$ cat config.mk
export PLATFORM = sky130hd
export DESIGN_NAME = pr_write_coalescer
export DESIGN_NICKNAME = d
export VERILOG_FILES = /design/src/rtl/pr_write_coalescer.sv
export SDC_FILE = /design/constraint.sdc
export NUM_CORES = 1
export LEC_CHECK = 0
export BUFFER_PORTS_ARGS = -buffer_cell sky130_fd_sc_hd__buf_2
export CORE_AREA = 2 2 351 353
export DETAILED_ROUTE_END_ITERATION = 12
export DIE_AREA = 0 0 353 355
export PLACE_DENSITY_LB_ADDON = 0.15
export SLEW_MARGIN = 40
export SYNTH_ARGS = -nofsm -noshare
export SYNTH_HDL_FRONTEND = slang
export SYNTH_SLANG_ARGS = --single-unit
$ cat constraint.sdc
create_clock -name clk -period 3.3 [get_ports clk]
set_clock_uncertainty 0.2 [all_clocks]
set_input_delay 0.495 -clock clk [delete_from_list [all_inputs] [get_ports clk]]
set_output_delay 0.495 -clock clk [all_outputs]
set_load 0.02 [all_outputs]
$ cat src/rtl/pr_write_coalescer.sv
// Packs per-vertex 64-bit PageRank results into full 512-bit AXI write lines and tracks completion.
// Optional statistics counters are built only when PR_WC_STATS_EN is defined.
module pr_write_coalescer #(
  parameter int WORD_W  = 64,
  parameter int LINE_W  = 512,
  parameter int MAX_OUT = 4
) (
  input  logic                clk,
  input  logic                rst,
  input  logic                in_valid,
  output logic                in_ready,
  input  logic [63:0]         in_addr,
  input  logic [WORD_W-1:0]   in_data,
  input  logic                flush,
  output logic                flush_done,
  output logic [15:0]         awid_m,
  output logic [63:0]         awaddr_m,
  output logic [7:0]          awlen_m,
  output logic [2:0]          awsize_m,
  output logic                awvalid_m,
  input  logic                awready_m,
  output logic [15:0]         wid_m,
  output logic [LINE_W-1:0]   wdata_m,
  output logic [LINE_W/8-1:0] wstrb_m,
  output logic                wlast_m,
  output logic                wvalid_m,
  input  logic                wready_m,
  input  logic [15:0]         bid_m,
  input  logic [1:0]          bresp_m,
  input  logic                bvalid_m,
  output logic                bready_m,
  output logic                err,
  output logic [31:0]         stat_lines,
  output logic [31:0]         stat_partial
);

  localparam int LANES = LINE_W / WORD_W;
  localparam int LB    = $clog2(LANES);
  localparam int WB    = $clog2(WORD_W / 8);
  localparam int OFF   = $clog2(LINE_W / 8);
  localparam int TW    = 64 - OFF;
  localparam int CW    = $clog2(MAX_OUT + 1);

  localparam logic [1:0] S_FILL  = 2'd0;
  localparam logic [1:0] S_ISSUE = 2'd1;
  localparam logic [1:0] S_DRAIN = 2'd2;

  logic [1:0]        state_q, state_d;
  logic [TW-1:0]     tag_q, tag_d;
  logic [LINE_W-1:0] data_q, data_d;
  logic [LANES-1:0]  mask_q, mask_d;
  logic              flush_pend_q, flush_pend_d;
  logic              aw_vld_q, aw_vld_d;
  logic              w_vld_q, w_vld_d;
  logic [CW-1:0]     cnt_q, cnt_d;
  logic              err_q;
  logic              flush_done_q, flush_done_d;

  logic [TW-1:0]    in_tag;
  logic [LB-1:0]    lane;
  logic [LANES-1:0] lane_bit;
  logic             hit, can_issue, blocked, accept, aw_hs, w_hs;

  // Lane order is reversed: the lowest address lands in the most significant lane.
  assign in_tag    = in_addr[63:OFF];
  assign lane      = LB'(LANES - 1) - in_addr[OFF-1:WB];
  assign lane_bit  = LANES'(1) << lane;
  assign hit       = (mask_q == '0) || ((in_tag == tag_q) && !mask_q[lane]);
  assign can_issue = cnt_q < CW'(MAX_OUT);
  assign blocked   = flush_pend_q && (mask_q != '0);
  assign in_ready  = !rst && (state_q == S_FILL) && hit && !blocked;
  assign accept    = in_valid && in_ready;
  assign aw_hs     = aw_vld_q && awready_m;
  assign w_hs      = w_vld_q && wready_m;

  always_comb begin
    state_d      = state_q;
    tag_d        = tag_q;
    data_d       = data_q;
    mask_d       = mask_q;
    flush_pend_d = flush_pend_q;
    aw_vld_d     = aw_vld_q;
    w_vld_d      = w_vld_q;
    flush_done_d = 1'b0;
    cnt_d        = cnt_q + CW'(aw_hs) - CW'(bvalid_m);
    case (state_q)
      S_FILL: begin
        flush_pend_d = flush_pend_q | flush;
        if (accept) begin
          data_d[int'(lane)*WORD_W +: WORD_W] = in_data;
          mask_d = mask_q | lane_bit;
          tag_d  = in_tag;
        end
        if (mask_d != '0) begin
          // A line that wants to leave but has no free slot holds here with in_ready low.
          if ((mask_d == '1 || (in_valid && !in_ready) || flush_pend_d) && can_issue) begin
            state_d  = S_ISSUE;
            aw_vld_d = 1'b1;
            w_vld_d  = 1'b1;
          end
        end else if (flush_pend_d) begin
          state_d = S_DRAIN;
        end
      end
      S_ISSUE: begin
        flush_pend_d = flush_pend_q | flush;
        if (aw_hs) aw_vld_d = 1'b0;
        if (w_hs)  w_vld_d  = 1'b0;
        if ((aw_hs || !aw_vld_q) && (w_hs || !w_vld_q)) begin
          mask_d  = '0;
          data_d  = '0;
          state_d = flush_pend_d ? S_DRAIN : S_FILL;
        end
      end
      S_DRAIN: begin
        if (cnt_d == '0) begin
          flush_done_d = 1'b1;
          flush_pend_d = 1'b0;
          state_d      = S_FILL;
        end
      end
      default: state_d = S_FILL;
    endcase
  end

  always_ff @(posedge clk) begin
    if (rst) begin
      state_q      <= S_FILL;
      tag_q        <= '0;
      data_q       <= '0;
      mask_q       <= '0;
      flush_pend_q <= 1'b0;
      aw_vld_q     <= 1'b0;
      w_vld_q      <= 1'b0;
      cnt_q        <= '0;
      err_q        <= 1'b0;
      flush_done_q <= 1'b0;
    end else begin
      state_q      <= state_d;
      tag_q        <= tag_d;
      data_q       <= data_d;
      mask_q       <= mask_d;
      flush_pend_q <= flush_pend_d;
      aw_vld_q     <= aw_vld_d;
      w_vld_q      <= w_vld_d;
      cnt_q        <= cnt_d;
      err_q        <= err_q | (bvalid_m && (bresp_m != 2'b00));
      flush_done_q <= flush_done_d;
    end
  end

  always_comb begin
    wstrb_m = '0;
    for (int l = 0; l < LANES; l++) wstrb_m[l*(WORD_W/8) +: WORD_W/8] = {(WORD_W/8){mask_q[l]}};
  end

  assign awid_m     = 16'd0;
  assign awaddr_m   = {tag_q, {OFF{1'b0}}};
  assign awlen_m    = 8'd0;
  assign awsize_m   = 3'(OFF);
  assign awvalid_m  = aw_vld_q;
  assign wid_m      = 16'd0;
  assign wdata_m    = data_q;
  assign wlast_m    = 1'b1;
  assign wvalid_m   = w_vld_q;
  assign bready_m   = 1'b1;
  assign err        = err_q;
  assign flush_done = flush_done_q;

`ifdef PR_WC_STATS_EN
  logic [31:0] stat_lines_q, stat_partial_q;
  always_ff @(posedge clk) begin
    if (rst) begin
      stat_lines_q   <= '0;
      stat_partial_q <= '0;
    end else if (aw_hs) begin
      stat_lines_q <= stat_lines_q + 32'd1;
      if (mask_q != '1) stat_partial_q <= stat_partial_q + 32'd1;
    end
  end
  assign stat_lines   = stat_lines_q;
  assign stat_partial = stat_partial_q;
`else
  assign stat_lines   = 32'd0;
  assign stat_partial = 32'd0;
`endif

  logic unused_ok;
  assign unused_ok = ^{bid_m, in_addr[WB-1:0]};

endmodule
==> flow_summary.ini, run 1 <==
[run_status]
status = finished, violations left
violations = negative setup slack

[hold_path]
hold_end = wdata_m[323]
min_path_cells = 2
min_from = in_data[3]
hold_path_class = input pin to register

[worst_setup_path]
r2r_setup_slack_ps = 70
cpMaxStageDelayCell = dfxtp_2
r2r_cells = 16
worstSetupPathType = register to primary output
critPathMaxFanout = 3
worstSetupEndpointType = primary output
path_buf_inv = 4
worst_ep_required_time_ps = 2600
worstSetupPathDepth = 10
crit_chain = xor2_1 -> nor4_2 -> buf_4 -> and4_1 -> nand4_1 -> buf_6 -> o21a_4 -> nor4_4 -> buf_4 -> buf_6
cpPeakStageDelay_ps = 330
cp-start-kind = register
rr_startpoint = tag_q[55]
r2r-end = wdata_m[430]
critPathTopFamily = simple AND/OR/NAND/NOR gates
worst_ep_arrival_time_ps = 2660

[finish]
fillers = 13000
nNetsFinal = 2940
drive_gt1_share_pct = 37.8
stdcell_area_um2 = 31200
areaGrowthSynthToFinish_pct = 49.8
register_area_um2 = 11800
multiInputGateArea_um2 = 8100

[sta]
finalSetupViolCount = 1
slew-limit-headroom_pct = 43.4
worstMarginPinSlew_ps = 849
max_freq_mhz = 298
fin_ws_ps = -50.1
hold_slack_ps = 73.8
maxSlewViolCount = 0
grt_setup_unrepaired = yes
hold_viol_final = 0
fin_crit_sh_pct = 102
fin_setup_tns_ps = -50.1
fin_crit_ps = 3350

[route]
route.vias.total = 18400
dr.pass1.iters = 6
met2_length_um = 50700
ant_nets = 0
drc = 0
via_per_inst = 4.11
highest_layer = met4
drt-met1-wl_um = 44700
drt-initial-drc-count = 1208
wl_met3_um = 8160
wl_per_cell_um = 23.8
wl_um = 106000

[global_routing]
grt-ovfl-total = 0
grt_usage_pct = 15.4
first_global_vias = 18300
antenna_found_initial = 11
grt_max_degree = 64
grt_pass1_wl_um = 140000

[floorplanning]
rows = 128
dieArea_um2 = 125000
fp.dieH_um = 355
die_width_um = 353
io_pins = 907
start_util_pct = 17.2
core_um2 = 121000

[cts]
cts_tree = built
cts_num_sinks = 588
clock_tree.root_cell = clkbuf_16
h-tree-depth = 3
clk_pin_slew_ps = 60
clock_path_buffers = 3
clock_latency_ps = 660
cts_made_buffers = 75

[placement]
dp_hpwl_um = 71500
place_area_um2 = 26500
gp_congestion = 0.794
port_buffers = 772

[power]
vdd_drop_max_mv = 0.392
p_per_area_nw_per_um2 = 643
p_leak_uw = 0.0137

[synth]
synth-edff-count = 0
syn_inst = 1875
ys_ff_latch = 588
yosysMostFrequentCell = dfxtp_1
syn_area_um2 = 20800
yosys-top-cells-count = dfxtp_1 (588), o2bb2ai_1 (386), buf_4 (171), nand2_1 (139), a22o_1 (131)
synth_top_area_share_pct = 56.5
synth_top_cell_by_area = dfxtp_1
syn_area_per_cell_um2 = 11.1
yosys_warnings = 0
synth_ff_type = dfxtp_1
async_flop_share_pct = 0
synth.area.top_cells = dfxtp_1 (57%), o2bb2ai_1 (16%), buf_4 (6.2%)
ys_seq_area_share_pct = 56.5
ys_types = 47

[flow_run]
max_cap_viol_count = 0
-- cells in the final DEF (no fill, tap or decap), drive strengths merged, types with 2 or more instances in the layout --
| cell type | netlist | routed |
|---|---|---|
| a21oi | 67 | 67 |
| a221oi | 2 | 2 |
| a22o | 131 | 131 |
| a31oi | 4 | 4 |
| a32o | 3 | 3 |
| buf | 195 | 884 |
| bufinv | 0 | 4 |
| clkbuf | 108 | 116 |
| clkinv | 0 | 14 |
| conb | 2 | 115 |
| dfxtp | 588 | 588 |
| diode | 0 | 4 |
| dlygate4sd3 | 0 | 125 |
| ha | 8 | 8 |
| inv | 21 | 27 |
| mux4 | 2 | 2 |
| nand2 | 139 | 139 |
| nand2b | 67 | 67 |
| nand3 | 10 | 10 |
| nand4 | 12 | 12 |
| nor2 | 18 | 18 |
| nor2b | 3 | 3 |
| nor3 | 3 | 3 |
| nor4 | 11 | 11 |
| o21ai | 10 | 10 |
| o22ai | 4 | 4 |
| o2bb2ai | 386 | 386 |
| o311ai | 7 | 7 |
| o31ai | 5 | 5 |
| o32a | 2 | 2 |
| or3 | 3 | 3 |
| xnor2 | 38 | 38 |
| xor2 | 15 | 15 |
-- timing repair --
| item | CTS | global route |
|---|---|---|
| hold endpoints to repair | 184 | 0 |
| gates cloned | 0 | 14 |
| endpoints found under the setup margin | 128 | 217 |
| buffers inserted | 2 | 14 |
| gates resized for setup | 17 | 64 |
| pin swaps | 5 | 15 |
| hold buffers | 125 | 0 |
-- cell type report --
type,instances,share of cell area (%)
clock inverters,25,1.20
diodes,4,0.0321
multi-input cells,1076,26.0
repair buffers,1016,21.1
inverters,21,0.253
clock buffers,109,7.13
flip-flops and latches,588,37.8
well taps,1625,6.52
-- where the power goes --
| part | total (uW) | leakage (uW) | internal (uW) | switching [uW] |
|---|---|---|---|---|
| clock network | 8550 | 0.00128 | 5060 | 3490 |
| logic | 3850 | 0.00766 | 1270 | 2580 |
| registers | 7650 | 0.00475 | 7430 | 223 |
-- routing by layer --
layer | up-vias | track usage (%)
met3 | 128 | 5.20
met4 | 0 | 4.84
met5 | - | 0
met2 | 793 | 25.9
met1 | 8998 | 18.4
li1 | 8448 | -
-- sequential cells by signal, summed over array words and instances (netlist names) --
register / count
awvalid_m: 1
cnt_q: 3
err: 1
flush_done: 1
flush_pend_q: 1
mask_q: 8
state_q: 2
tag_q: 58
wdata_m: 512
wvalid_m: 1
-- metrics by stage --
stage	total power (uW)	utilization, %	std cells	setup WS [ps]
4_1_cts	20000	25.1	4433	-178
3_3_place_gp	11100	21.8	4172	-381
5_1_grt	20800	25.7	4460	-219
6_report	20100	25.7	4464	-50.1
3_5_place_dp	11200	21.8	4172	-363
2_1_floorplan	9650	-	1988	317
-- cell families (layout without fill, tap and decap cells) --
kind of cell    after synthesis  count (layout)  share of synthesized area [%]
other cells                   2             119                         0.0361
buf+inv                     324            1171                           9.06
compound gates              625             625                           25.0
mux                           3               3                          0.264
fa+ha+maj                     9               9                          0.577
simple gates                271             271                           6.31
xor+xnor                     53              53                           2.23
flops                       588             588                           56.5
-- how the worst max path moves through the flow --
stage / startpoint / end / slack, ps
after floorplan: in_addr[5] / wdata_m[119] / 320
after global placement: in_addr[9] / wdata_m[365] / -380
after detailed placement: in_addr[9] / wdata_m[360] / -360
after CTS: tag_q[14] / in_ready / -180
after global routing: tag_q[55] / in_ready / -220
final: tag_q[55] / in_ready / -50
(Power assumes the default switching activity.)
==> inputs of run 2 (changes only) <==
--- a/config.mk
+++ b/config.mk
@@ -14,3 +14,4 @@
 export SYNTH_ARGS = -nofsm -noshare
 export SYNTH_HDL_FRONTEND = slang
 export SYNTH_SLANG_ARGS = --single-unit
+export TNS_END_PERCENT = 20
==> flow_summary.ini, run 2 (synthesis gave the netlist of run 1 again) <==
[sta]
fin_crit_sh_pct = 102
maxSlewViolCount = 0
slew-limit-headroom_pct = 43.5
fin_crit_ps = 3360
fin_setup_tns_ps = -59.3
max_freq_mhz = 298
hold_slack_ps = 66.4
fin_ws_ps = -59.3
hold_viol_final = 0
finalSetupViolCount = 1
grt_setup_unrepaired = yes
worstMarginPinSlew_ps = 848

[worst_setup_path]
cpMaxStageDelayCell = dfxtp_2
cpPeakStageDelay_ps = 330
worst_ep_arrival_time_ps = 2660
cp-start-kind = register
worst_ep_required_time_ps = 2600
crit_chain = xor2_1 -> nor4_2 -> buf_4 -> and4_1 -> nand4_1 -> buf_6 -> o21a_4 -> nor4_4 -> buf_4 -> buf_6
worstSetupPathType = register to primary output
critPathMaxFanout = 3
worstSetupEndpointType = primary output

[global_routing]
grt-ovfl-total = 0
grt_pass1_wl_um = 140000
first_global_vias = 18300
grt_max_degree = 64
antenna_found_initial = 11
grt_usage_pct = 15.4

[placement]
port_buffers = 772
dp_hpwl_um = 71500
place_area_um2 = 26500
gp_congestion = 0.794

[cts]
cts_num_sinks = 588
clock_tree.root_cell = clkbuf_16
h-tree-depth = 3
cts_tree = built
clock_latency_ps = 660
clk_pin_slew_ps = 60
cts_made_buffers = 75
clock_path_buffers = 3

[finish]
final_cell_mix = buf_2 (770), dfxtp_1 (584), o2bb2ai_1 (380), nand2_1 (139), a22o_1 (131)
drive_gt1_share_pct = 36.8
final_util_pct = 25.3
nNetsFinal = 2922
fillers = 13000
register_area_um2 = 11800
stdcell_area_um2 = 30700
largest_reg_flops = 512
layout_commonest_cell = buf_2
areaGrowthSynthToFinish_pct = 47.2
multiInputGateArea_um2 = 7890

[route]
wl_um = 102000
drt-initial-drc-count = 1165
route.vias.total = 18300
dr.pass1.iters = 5
drc = 0
via_per_inst = 4.11
ant_nets = 0
wl_per_cell_um = 23.0

[floorplanning]
core_um2 = 121000
fp.dieH_um = 355
rows = 128
dieArea_um2 = 125000
io_pins = 907
start_util_pct = 17.2
die_width_um = 353

[flow_run]
max_cap_viol_count = 0

[hold_path]
hold_path_class = input pin to register

[power]
finalPower_uw = 19800
seqPwrFrac_pct = 38.7
p_leak_uw = 0.0135
p_per_area_nw_per_um2 = 645
vdd_drop_max_mv = 0.393
combPwrFrac_pct = 18.1
switching_share_pct = 31.1
internal_power_uw = 13600
p_switching_uw = 6150
pwr-share-clk_pct = 43.2

[run_status]
status = finished, violations left
violations = negative setup slack
[run 2: changes by cell type in the layout (fill, tap and decap cells not counted), sizes merged]
cell    delta
diode      +2
clkbuf     -5
buf       -13
[run 2: cell type report]
type / instances / area share (%)
Clock buffer: 109 / 7.25
Clock inverter: 25 / 1.22
Tap cell: 1625 / 6.63
Inverter: 21 / 0.257
Sequential cell: 588 / 38.4
Antenna cell: 6 / 0.0490
Timing Repair Buffer: 998 / 20.4
Multi-Input combinational cell: 1076 / 25.7
[run 2: routing by layer]
metal	global-route usage, %	part of all wire (%)	vias up
met4	4.84	2.9	0
li1	-	-	8413
met1	18.4	41	8893
met3	5.20	8.6	126
met5	0	0	-
met2	25.9	47	848
[run 2: final timing paths]
| path | start | to | slack [ps] | cells after the start |
|---|---|---|---|---|
| setup / recovery | tag_q[55] | in_ready | -60 | 10 |
| hold / removal | in_data[3] | wdata_m[323] | 70 | 2 |
| setup reg to reg | tag_q[55] | wdata_m[430] | 80 | 14 |
| hold reg to reg | wdata_m[5] | wdata_m[5] | 250 | 1 |
[run 2: repair_timing]
| item | 4_1_cts | 5_1_grt |
|---|---|---|
| resized for setup | 17 | 18 |
| hold buffers | 125 | 0 |
| pin swaps | 5 | 7 |
| endpoints found under the setup margin | 128 | 217 |
| cloned | 0 | 3 |
| setup buffers | 2 | 6 |
| hold endpoints to repair | 184 | 0 |
[run 2: through the flow]
step	cells	setup slack, ps
detailed placement	4172	-363
global route	4443	-219
finish	4448	-59.3
CTS	4433	-178
global placement	4172	-381
floorplan	1988	317
[run 2: power groups by stage]
stage / sequential [uW] / clock [uW] / combinational [uW]
3_3_place_gp: 7780 / 0 / 3370
5_1_grt: 7690 / 9060 / 3820
6_report: 7650 / 8550 / 3590
4_1_cts: 7650 / 8810 / 3520
2_1_floorplan: 8140 / 0 / 1510
3_5_place_dp: 7790 / 0 / 3370
[run 2: critical path, delay by kind of cell (launching register included)]
family | cells | cell delay [ps]
flops | 1 | 330
simple gates | 4 | 720
buf+inv | 4 | 580
compound gates | 1 | 230
xor+xnor | 1 | 170
==> inputs of run 3 (changes only) <==
--- a/config.mk
+++ b/config.mk
@@ -10,6 +10,7 @@
 export DETAILED_ROUTE_END_ITERATION = 12
 export DIE_AREA = 0 0 353 355
 export PLACE_DENSITY_LB_ADDON = 0.15
+export SKIP_CTS_REPAIR_TIMING = 1
 export SLEW_MARGIN = 40
 export SYNTH_ARGS = -nofsm -noshare
 export SYNTH_HDL_FRONTEND = slang
==> flow_summary.ini, run 3 (synthesis gave the netlist of run 1 again) <==
[route]
wl_um = 103000
via_per_inst = 4.12
route.vias.total = 18300
drc = 0
wl_per_cell_um = 23.2
ant_nets = 0
drt-initial-drc-count = 1218
dr.pass1.iters = 5

[hold_path]
min_path_cells = 4
hold_path_class = input pin to register

[global_routing]
first_global_vias = 17600
grt-ovfl-total = 0
grt_usage_pct = 15.2
grt_max_degree = 64
grt_pass1_wl_um = 138000
antenna_found_initial = 11

[run_status]
violations = negative hold slack, negative setup slack
status = finished, violations left

[cts]
cts_made_buffers = 75
h-tree-depth = 3
cts_num_sinks = 588
clock_latency_ps = 660
clock_path_buffers = 3
cts_tree = built
clock_tree.root_cell = clkbuf_16
clk_pin_slew_ps = 60

[worst_setup_path]
worstSetupPathType = register to primary output
worst_ep_required_time_ps = 2600
cp-start-kind = register
r2r_cells = 14
worst_ep_arrival_time_ps = 2660
worstSetupEndpointType = primary output
critPathMaxFanout = 2

[floorplanning]
dieArea_um2 = 125000
io_pins = 907
core_um2 = 121000
start_util_pct = 17.2
rows = 128
fp.dieH_um = 355
die_width_um = 353

[sta]
hold_slack_ps = -0.539
finalSetupViolCount = 1
maxSlewViolCount = 0
grt_setup_unrepaired = yes
fin_crit_ps = 3350
max_freq_mhz = 298
fin_ws_ps = -52.6
slew-limit-headroom_pct = 43.7
worstMarginPinSlew_ps = 845
fin_crit_sh_pct = 102
hold_viol_final = 1

[finish]
drive_gt1_share_pct = 37.2
nNetsFinal = 2923
areaGrowthSynthToFinish_pct = 47.5
final_cell_mix = buf_2 (770), dfxtp_1 (584), o2bb2ai_1 (377), nand2_1 (139), a22o_1 (131)
stdcell_area_um2 = 30700
fin_cells = 4447
fillers = 13000
largest_reg_flops = 512
layout_commonest_cell = buf_2

[placement]
dp_cells = 4172
dp_hpwl_um = 71500
gp_congestion = 0.794
place_area_um2 = 26500
pre_cts_ws_ps = -363
port_buffers = 772

[power]
p_per_area_nw_per_um2 = 647
vdd_drop_max_mv = 0.392
p_leak_uw = 0.0135

[flow_run]
max_cap_viol_count = 0
## run 3: cell count changes in the layout (fill, tap and decap cells not counted), sizes merged
cell / change
clkbuf: +1
diode: -2
buf: +7
dlygate4sd3: -7
## run 3: report_power, final
part           switching (uW)  internal (uW)  leakage (uW)
sequential                222           7430       0.00475
clock                    3490           5060       0.00128
combinational            2490           1200       0.00748
total                    6200          13700        0.0135
## run 3: per-layer routing
metal	vias to the layer above	track usage [%]	share of wire, %
met1	8967	18.2	41
met4	0	4.42	2.5
met5	-	0	0
li1	8407	-	-
met3	132	5.30	8.4
met2	820	25.5	48
## run 3: worst max-delay path: stages (launching register included)
cell     delay (ps)
dfxtp_1         340
xnor2_1         130
buf_4           150
nand4_1         150
nor4_4          320
nand4_1         140
buf_6           160
o21a_4          230
nor4_4          120
buf_4           150
buf_6           110
## run 3: area by class of cell
cell class / count / area (um^2) / share of cell area (%)
flip-flops and latches: 588 / 11800 / 38.3
multi-input cells: 1076 / 7940 / 25.8
repair buffers: 999 / 6290 / 20.5
clock buffers: 109 / 2220 / 7.24
well taps: 1625 / 2030 / 6.62
clock inverters: 25 / 373 / 1.21
inverters: 21 / 78.8 / 0.257
diodes: 4 / 10.0 / 0.0326
## run 3: worst paths after layout
path,start,endpoint,slack [ps]
setup / recovery,tag_q[4],in_ready,-50
hold / removal,awready_m,awvalid_m,-0.5
hold reg to reg,wdata_m[5],wdata_m[5],250
setup reg to reg,tag_q[4],wdata_m[185],20
## run 3: through the flow
| stage | hold slack, ps | utilization, % | total power (uW) | TNS (ps) |
|---|---|---|---|---|
| 3_3_place_gp | 242 | 21.8 | 11100 | -137830 |
| 4_1_cts | -206 | 23.9 | 19800 | -6490 |
| 2_1_floorplan | 296 | - | 9650 | 0 |
| 5_1_grt | 0.404 | 25.3 | 20700 | -2660 |
| 3_5_place_dp | 241 | 21.8 | 11200 | -114700 |
| 6_report | -0.539 | 25.3 | 19900 | -52.6 |
